--- config.mk ---
export PLATFORM = sky130hd
export DESIGN_NAME = fsk_symbol_decoder
export DESIGN_NICKNAME = d
export VERILOG_FILES = /design/src/rtl/fsk_symbol_decoder.sv
export SDC_FILE = /design/constraint.sdc
export NUM_CORES = 1
export LEC_CHECK = 0
export BUFFER_PORTS_ARGS = -buffer_cell sky130_fd_sc_hd__buf_2
export CAP_MARGIN = 20
export CORE_ASPECT_RATIO = 1.25
export CORE_MARGIN = 1
export CORE_UTILIZATION = 50
export DETAILED_ROUTE_END_ITERATION = 8
export PLACE_DENSITY = 0.71
export SETUP_SLACK_MARGIN = 0.3
export SLEW_MARGIN = 0
export SYNTH_ARGS = -nofsm -noshare
export SYNTH_HDL_FRONTEND = slang
export SYNTH_SLANG_ARGS = --single-unit
--- constraint.sdc ---
create_clock -name clock -period 5.3 [get_ports clock]
set_input_delay 1.325 -clock clock [delete_from_list [all_inputs] [get_ports clock]]
set_output_delay 1.325 -clock clock [all_outputs]
set_load 0.02 [all_outputs]
--- src/rtl/fsk_symbol_decoder.sv ---
// FSK symbol decoder: gates the frequency analyzer per symbol window, decides one bit
// from the accumulated tick counts and assembles bits LSB-first into valid/ready words.
module fsk_symbol_decoder #(
   parameter int SYMBOL_TICKS  = 50000,
   parameter int MIN_ACTIVITY  = 10000,
   parameter int MARGIN_SHIFT  = 2,
   parameter int BITS_PER_WORD = 8
) (
   input  logic                     clock,
   input  logic                     clear,
   input  logic                     enable,
   input  logic [31:0]              f1_value,
   input  logic [31:0]              f2_value,
   output logic                     analyzer_enable,
   output logic                     analyzer_clear,
   output logic [BITS_PER_WORD-1:0] data_out,
   output logic                     data_valid,
   input  logic                     data_ready,
   output logic                     bit_error,
   output logic                     overrun
);

   localparam int WW = (SYMBOL_TICKS > 1) ? $clog2(SYMBOL_TICKS) : 1;
   localparam int CW = $clog2(BITS_PER_WORD + 1);

   typedef enum logic [2:0] {
      IDLE   = 3'd0,
      CLR    = 3'd1,
      ACCUM  = 3'd2,
      SAMPLE = 3'd3,
      DECIDE = 3'd4
   } state_t;

   state_t                   state_r;
   state_t                   state_nx_s;
   logic [WW-1:0]            win_cnt_r;
   logic [CW-1:0]            bit_cnt_r;
   logic [BITS_PER_WORD-1:0] shift_r;
   logic [31:0]              f1s_r;
   logic [31:0]              f2s_r;

   logic [33:0]              total_s;
   logic [33:0]              f1_thr_s;
   logic [33:0]              f2_thr_s;
   logic                     is_one_s;
   logic                     is_zero_s;
   logic                     reject_s;
   logic [BITS_PER_WORD-1:0] shift_nx_s;
   logic                     word_done_s;

   // Next-state selection for the symbol-window sequencer
   always_comb begin
      state_nx_s = state_r;
      case (state_r)
         IDLE: begin
            if (enable) state_nx_s = CLR;
            else        state_nx_s = IDLE;
         end
         CLR: begin
            if (enable) state_nx_s = ACCUM;
            else        state_nx_s = IDLE;
         end
         ACCUM: begin
            if (!enable)                                   state_nx_s = CLR;
            else if (win_cnt_r == WW'(SYMBOL_TICKS - 1))   state_nx_s = SAMPLE;
            else                                           state_nx_s = ACCUM;
         end
         SAMPLE:  state_nx_s = DECIDE;
         DECIDE:  state_nx_s = CLR;
         default: state_nx_s = IDLE;
      endcase
   end

   // Bit decision on the latched counts; the winner needs a margin over the loser
   always_comb begin
      total_s     = {2'b00, f1s_r} + {2'b00, f2s_r};
      f1_thr_s    = {2'b00, f1s_r} + ({2'b00, f1s_r} >> MARGIN_SHIFT);
      f2_thr_s    = {2'b00, f2s_r} + ({2'b00, f2s_r} >> MARGIN_SHIFT);
      is_one_s    = ({2'b00, f2s_r} > f1_thr_s);
      is_zero_s   = ({2'b00, f1s_r} > f2_thr_s);
      reject_s    = (total_s < 34'(MIN_ACTIVITY)) || !(is_one_s || is_zero_s);
      shift_nx_s  = shift_r | (BITS_PER_WORD'(is_one_s) << bit_cnt_r);
      word_done_s = (state_r == DECIDE) && !reject_s &&
                    (bit_cnt_r == CW'(BITS_PER_WORD - 1));
   end

   // State, counters, word assembly and registered outputs
   always_ff @(posedge clock) begin
      if (clear) begin
         state_r         <= IDLE;
         win_cnt_r       <= '0;
         bit_cnt_r       <= '0;
         shift_r         <= '0;
         f1s_r           <= 32'd0;
         f2s_r           <= 32'd0;
         analyzer_enable <= 1'b0;
         analyzer_clear  <= 1'b0;
         data_out        <= '0;
         data_valid      <= 1'b0;
         bit_error       <= 1'b0;
         overrun         <= 1'b0;
      end else begin
         state_r         <= state_nx_s;
         analyzer_clear  <= (state_nx_s == CLR);
         analyzer_enable <= (state_nx_s == ACCUM);
         bit_error       <= 1'b0;

         case (state_r)
            CLR: win_cnt_r <= '0;
            ACCUM: begin
               win_cnt_r <= win_cnt_r + WW'(1);
               // an aborted window discards the partial word
               if (!enable) begin
                  bit_cnt_r <= '0;
                  shift_r   <= '0;
               end
            end
            SAMPLE: begin
               f1s_r <= f1_value;
               f2s_r <= f2_value;
            end
            DECIDE: begin
               if (reject_s) begin
                  bit_error <= 1'b1;
                  bit_cnt_r <= '0;
                  shift_r   <= '0;
               end else if (word_done_s) begin
                  bit_cnt_r <= '0;
                  shift_r   <= '0;
               end else begin
                  bit_cnt_r <= bit_cnt_r + CW'(1);
                  shift_r   <= shift_nx_s;
               end
            end
            default: ;
         endcase

         // a completed word replaces the held one only if that one leaves this cycle
         if (word_done_s) begin
            if (!data_valid || data_ready) begin
               data_out   <= shift_nx_s;
               data_valid <= 1'b1;
            end else begin
               overrun <= 1'b1;
            end
         end else if (data_valid && data_ready) begin
            data_valid <= 1'b0;
         end
      end
   end

endmodule

Word-level counts from Yosys, hierarchy flattened
Index checks and enable logic that the tools add are counted.
W data, S select, Z words.
{"block": "op_classes", "addsub": 5, "n_mul": 0, "div_mod_pow": 0, "order_cmp": 3, "eq_ne": 10, "shifts": 1, "n_mux": 18, "bitwise_logic": 3, "reduce_logical": 18}
{"cell": "$add A32 B30 Y33", "count": 2}
{"cell": "$gt A32 B33 Y1", "count": 2}
{"cell": "$add A32 B32 Y33", "count": 1}
{"cell": "$lt A33 B14 Y1 const B", "count": 1}
{"cell": "$pmux W16 S2", "count": 1}
{"cell": "$mux W8", "count": 3}
{"cell": "$add A16 B1 Y16 const B", "count": 1}
{"cell": "$eq A16 B16 Y1 const B", "count": 1}
{"cell": "$pmux W8 S2", "count": 1}
{"cell": "$pmux W3 S5", "count": 1}
{"cell": "$mux W4", "count": 3}
{"cell": "$eq A3 B2 Y1 const B", "count": 3}
{"cell": "$or A8 B8 Y8", "count": 1}
{"cell": "$pmux W4 S2", "count": 1}
{"cell": "$reduce_and A2 Y1", "count": 4}
{"cell": "$shl A1 B4 Y8", "count": 1}
{"cell": "$eq A3 B1 Y1 const B", "count": 2}
{"cell": "$mux W1", "count": 6}
{"cell": "$reduce_bool A2 Y1", "count": 3}
{"cell": "$add A4 B1 Y4 const B", "count": 1}
{"cell": "$eq A4 B3 Y1 const B", "count": 1}
{"cell": "$mux W2", "count": 2}
{"cell": "$eq A3 B3 Y1 const B", "count": 1}
{"cell": "$logic_and A1 B1 Y1", "count": 3}
{"cell": "other kinds (7)", "count": 12}
{"block": "word_totals", "regBits": 108, "latch_bits": 0, "mem_bits_rw": 0, "rom_bits": 0, "output_inout_bits": 13, "wordCells": 70, "memories": 0}

Depth between registers and ports, before layout
{"block": "logic_depth", "ltp_word": 11, "depth_mapped": 27}

Worst setup path before layout
OpenSTA, ideal clock, no wires.
{"block": "synth_timing", "path_kind": "reg-to-reg", "startpoint": "reg f1s_r[0]", "endpoint": "reg bit_cnt_r[3]", "setup_time_ns": 0.140, "arrival_ns": 4.948, "t_required_ns": 5.160, "setup_slack_ns": 0.213, "path_stages_with_launch": 26, "synth_period_minus_slack_ns": 5.087, "path_cell_list": "dfxtp_1 -> ha_1 -> fa_1 -> a211oi_1 -> nor3_1 -> nor3b_1 -> o41a_1 -> a21oi_1 -> o21ai_1 -> nand3b_1 -> nand2_1 -> nand2_1 -> a21oi_1 -> xor2_1 -> ha_1 -> a21o_1 -> a211oi_1 -> o21ai_0 -> a2111oi_0 -> a21oi_1 -> a41o_1 -> buf_2 -> inv_2 -> a22oi_2 -> a31oi_4 -> nor3_2"}
{"block": "synth_via", "elab_chain_cells": 11, "word_cells_on_any_way": 14, "cone_classes": "add/sub (2); order compare (3); mux (3); reduce/logical (6)"}
{"item": "start, declared", "line_no": "39", "source": "logic [31:0] f1s_r;"}
{"item": "start signal, assigned", "line_no": "119", "source": "f1s_r <= f1_value;"}
{"item": "$add A32 B30 Y33", "line_no": "77", "source": "f1_thr_s = {2'b00, f1s_r} + ({2'b00, f1s_r} >> MARGIN_SHIFT);"}
{"item": "$gt A32 B33 Y1", "line_no": "79", "source": "is_one_s = ({2'b00, f2s_r} > f1_thr_s);"}
{"item": "$logic_or A1 B1 Y1", "line_no": "81", "source": "reject_s = (total_s < 34'(MIN_ACTIVITY)) || !(is_one_s || is_zero_s);"}
{"item": "$logic_not A1 Y1", "line_no": "81"}
{"item": "$logic_or A1 B1 Y1 *", "line_no": "81"}
{"item": "$logic_not A1 Y1", "line_no": "83", "source": "word_done_s = (state_r == DECIDE) && !reject_s &&"}
{"item": "$logic_and A1 B1 Y1 (2 in series)", "line_no": "83"}
{"item": "$mux W4", "line_no": "127", "source": "end else if (word_done_s) begin"}
{"item": "$mux W4 *", "line_no": "123", "source": "if (reject_s) begin"}
{"item": "$pmux W4 S2 *", "line_no": "108", "source": "case (state_r)"}
{"item": "end signal, assigned", "line_no": "131", "source": "bit_cnt_r <= bit_cnt_r + CW'(1);"}
{"item": "end, declared", "line_no": "37", "source": "logic [CW-1:0] bit_cnt_r;"}
Every way passes the cells marked *; elsewhere a longest branch is shown, timed or not.
A chain may end at the register's enable or synchronous reset.

Worst setup path after layout
{"block": "layout_timing", "startpoint": "reg f1s_r[2]", "endpoint": "reg shift_r[4]"}
{"block": "layout_via", "elab_chain_cells": 11, "word_cells_on_any_way": 16, "cone_classes": "add/sub (2); order compare (3); shift (1); mux (3); bitwise (1); reduce/logical (6)"}
{"item": "$add A32 B30 Y33", "line_no": "77"}
{"item": "$gt A32 B33 Y1", "line_no": "79"}
{"item": "$logic_or A1 B1 Y1", "line_no": "81"}
{"item": "$logic_not A1 Y1", "line_no": "81"}
{"item": "$logic_or A1 B1 Y1", "line_no": "81"}
{"item": "$logic_not A1 Y1", "line_no": "83"}
{"item": "$logic_and A1 B1 Y1 (2 in series)", "line_no": "83"}
{"item": "$mux W8", "line_no": "127"}
{"item": "$mux W8 *", "line_no": "123"}
{"item": "$pmux W8 S2 *", "line_no": "108"}
{"item": "end signal, assigned", "line_no": "132", "source": "shift_r <= shift_nx_s;"}
{"item": "end, declared", "line_no": "38", "source": "logic [BITS_PER_WORD-1:0] shift_r;"}
Marked as above.

==> results.yml <==
power:
  total_leakage_power_nw: 5.661
  total_power_mw: 1.972
  irDropWorstVdd_mv: 0.1444
  ratio_of_total_power_to_cell_area_nw_per_um2: 154.9
sta:
  hold_slack_ns: 0.5021
  worst_slew_pin_tran_ns: 0.9102
  setup_total_negative_slack_ns: 0
  finalCritPeriodShare: 0.9599
  layout_min_cycle_time_ns: 5.087
  finalHoldViolCount: 0
  setup_viol: 0
  layout_setup_ws_ns: 0.2128
  final_slew_viol_count: 0
  max_slew_margin: 0.3876
  rsz0062_at_grt: "yes"
  skew_ns: 0.01596
  max_clock_freq_mhz: 196.6
worst_hold_path:
  timing.hold.worst.start: "overrun"
  min_delay_worst_endpoint: "overrun"
  worst_hold_path.num_cells: 2
  hold_path_class: "register to register"
clock_network:
  clock-root-buffer: "clkbuf_16"
  tritoncts: "done"
  clock_sink_count: 108
  worstSkewPairLatency_ns: 0.37
  cts_buffers: 9
  clkTransAtPathRegs_ns: 0.08
  cts.path.max_buffers: 2
  cts-htree-levels: 3
  cts_hold_buf: 0
worst_setup_path:
  worstPathMaxFanout: 5
  timing.critical_path.to_type: "register"
  rr_worst_depth: 28
  timing.critical_path.slowest_stage_cell: "dfxtp_4"
  critical_path.n_buffers_inverters: 4
  regToRegStartpoint: "f1s_r[2]"
  worst_setup_slack_for_register_to_register_paths_ns: 0.21
  startpoint_type: "register"
  capture_point_of_the_worst_reg_to_reg_path: "shift_r[4]"
  critPathRequiredTime_ns: 5.54
  timing.critical_path.slowest_cell_delay_ns: 0.37
  critical_path.top_delay_family: "compound AO/OA/AOI/OAI gates"
  timing.critical_path.arrival_ns: 5.33
  worst-setup-path-type: "register to register"
  worst-path-stages: 28
run_status:
  status: "finished clean"
global_route:
  grt_max_degree: 63
  grt_pass1_wl_um: 51600
  first_global_vias: 10675
  antenna_violations_before_repair: 0
  globalRouteTotalUtil: 0.2869
  gr_overflow_total: 0
detailed_routing:
  routedWlPerCell_um: 17.56
  detail_route.first_pass.iterations: 5
  finalWirelength_um: 32100
  drt_iter0_markers: 711
  number_of_antenna_violating_nets_in_the_routed_design: 0
  num_vias: 11117
  post_drt_via_cell_ratio: 6.082
  drc: 0
yosys:
  ys_async_sr_fraction: 0
  ys_seq_elements: 108
  yosys_warnings: 0
  syn_inst: 1425
  synth-edff-count: 0
  yosys.area.top_type: "dfxtp_1"
  yosysSeqAreaShare: 0.2012
  synth_nets: 1652
  synth_top_cell_area_share: 0.2012
  dominant_register_cell_in_the_synthesized_netlist: "dfxtp_1"
  number_of_library_cell_types_mapped_by_synthesis: 86
  avgSynthCellArea_um2: 7.541
  synth.top_cells.by_area: "dfxtp_1 (20%), ha_1 (18%), a21oi_1 (9.6%), nand2_1 (8.1%), a21o_1 (4.3%)"
  syn-cell-area_um2: 10750
layout:
  multi_input_area_um2: 8584
  fin_nets: 1776
  final_instance_area_um2: 12730
  number_of_inserted_filler_cells_in_the_final_layout: 1915
  mostFrequentLayoutCell: "nand2_1"
  final_layout_size_suffix_gt1_frac: 0.1828
  area.sequential_um2: 2198
  antenna_cells: 0
  layout-area-overhead-vs-synth_pct: 18.49
  most-common-layout-cells: "nand2_1 (232), a21oi_1 (203), ha_1 (146)"
floorplan:
  initial_core_util: 0.5125
  dieHeight_um: 165.9
  die-area_um2: 22080
  core.rowCount: 59
  dieWidth_um: 133.1
  io-pin-count: 81
  core_region_area_um2: 20970
place:
  dp_slack_ns: -0.1119
  place.detailed.hpwl_um: 24290
  numPortBuffers: 80
  gp_routability_congestion: 0.9543
  cell_area_after_placement_um2: 11800
flow_run:
  cap_violations: 0
[final cells by class]
class	count	area share
well taps	274	0.02693
clock buffers	10	0.01877
clock inverters	6	0.006289
inverters	30	0.008844
flip-flops and latches	108	0.1727
repair buffers	173	0.09228
multi-input cells	1227	0.6742
[metrics by stage]
stage,utilization,std cells
2_1_floorplan,-,1425
3_3_place_gp,0.5627,1788
3_5_place_dp,0.5627,1788
4_1_cts,0.5960,1822
5_1_grt,0.6073,1828
6_report,0.6073,1828
[registers in the layout (all words and copies together), names as in the netlist]
| signal | cells |
|---|---|
| analyzer_clear | 1 |
| analyzer_enable | 1 |
| bit_cnt_r | 4 |
| bit_error | 1 |
| data_out | 8 |
| data_valid | 1 |
| f1s_r | 32 |
| f2s_r | 32 |
| overrun | 1 |
| shift_r | 8 |
| state_r | 3 |
| win_cnt_r | 16 |
[cell usage after synthesis, types with 29 or more instances]
cell / n
a21o_1: 61
nand3_1: 41
xor2_1: 35
inv_1: 29
o21ai_0: 67
a21oi_1: 207
xnor2_1: 36
ha_1: 157
clkbuf_1: 49
nand2_1: 233
dfxtp_1: 108
nand4_1: 30
nor2_1: 69
[where the power goes]
| part | total (mW) | switching [mW] | internal (mW) |
|---|---|---|---|
| clock | 0.750 | 0.358 | 0.392 |
| combinational | 0.400 | 0.212 | 0.188 |
| sequential | 0.822 | 0.00925 | 0.813 |
| total | 1.97 | 0.579 | 1.39 |
[worst max path at each step]
stage                        start           end
final                     f1s_r[2]    shift_r[4]
after global placement    f1s_r[3]       overrun
after CTS                 f1s_r[3]       overrun
after detailed placement  f1s_r[3]       overrun
after floorplan           f1s_r[0]  bit_cnt_r[3]
after global routing      f1s_r[1]    shift_r[7]
[worst reg2reg max path: cells and delay by family (launching register included)]
kind / cells / cell delay, ns
compound gates: 14 / 2.47
fa+ha+maj: 3 / 0.81
simple gates: 6 / 0.62
buf+inv: 4 / 0.52
flops: 1 / 0.37
xor+xnor: 1 / 0.17
[logic make-up (layout without fill, tap and decap cells)]
logic type,after synthesis,count (layout),synth area share
XOR/XNOR,71,71,0.05787
AND/OR/NAND/NOR,505,505,0.2285
multiplexers,7,7,0.006870
adder cells (fa/ha/maj),159,159,0.1865
AO/OA/AOI/OAI,485,485,0.2860
flip-flops,108,108,0.2012
buffers and inverters,90,219,0.03307
[per-layer routing]
metal | vias up | GRT usage | share of wire
met5 | - | 0 | 0
li1 | 5499 | - | -
met1 | 5230 | 0.3534 | 0.43
met3 | 79 | 0.04121 | 0.050
met4 | 0 | 0.1156 | 0.036
met2 | 309 | 0.4983 | 0.48
[timing repair]
action                     4_1_cts  5_1_grt
resized for setup               55       37
pin swaps                       25       25
hold endpoints to repair         0        0
gates cloned                     1        2
setup endpoints to repair       23       23
setup buffers                   17        4
No activity file was read; power rests on OpenSTA's default activity.
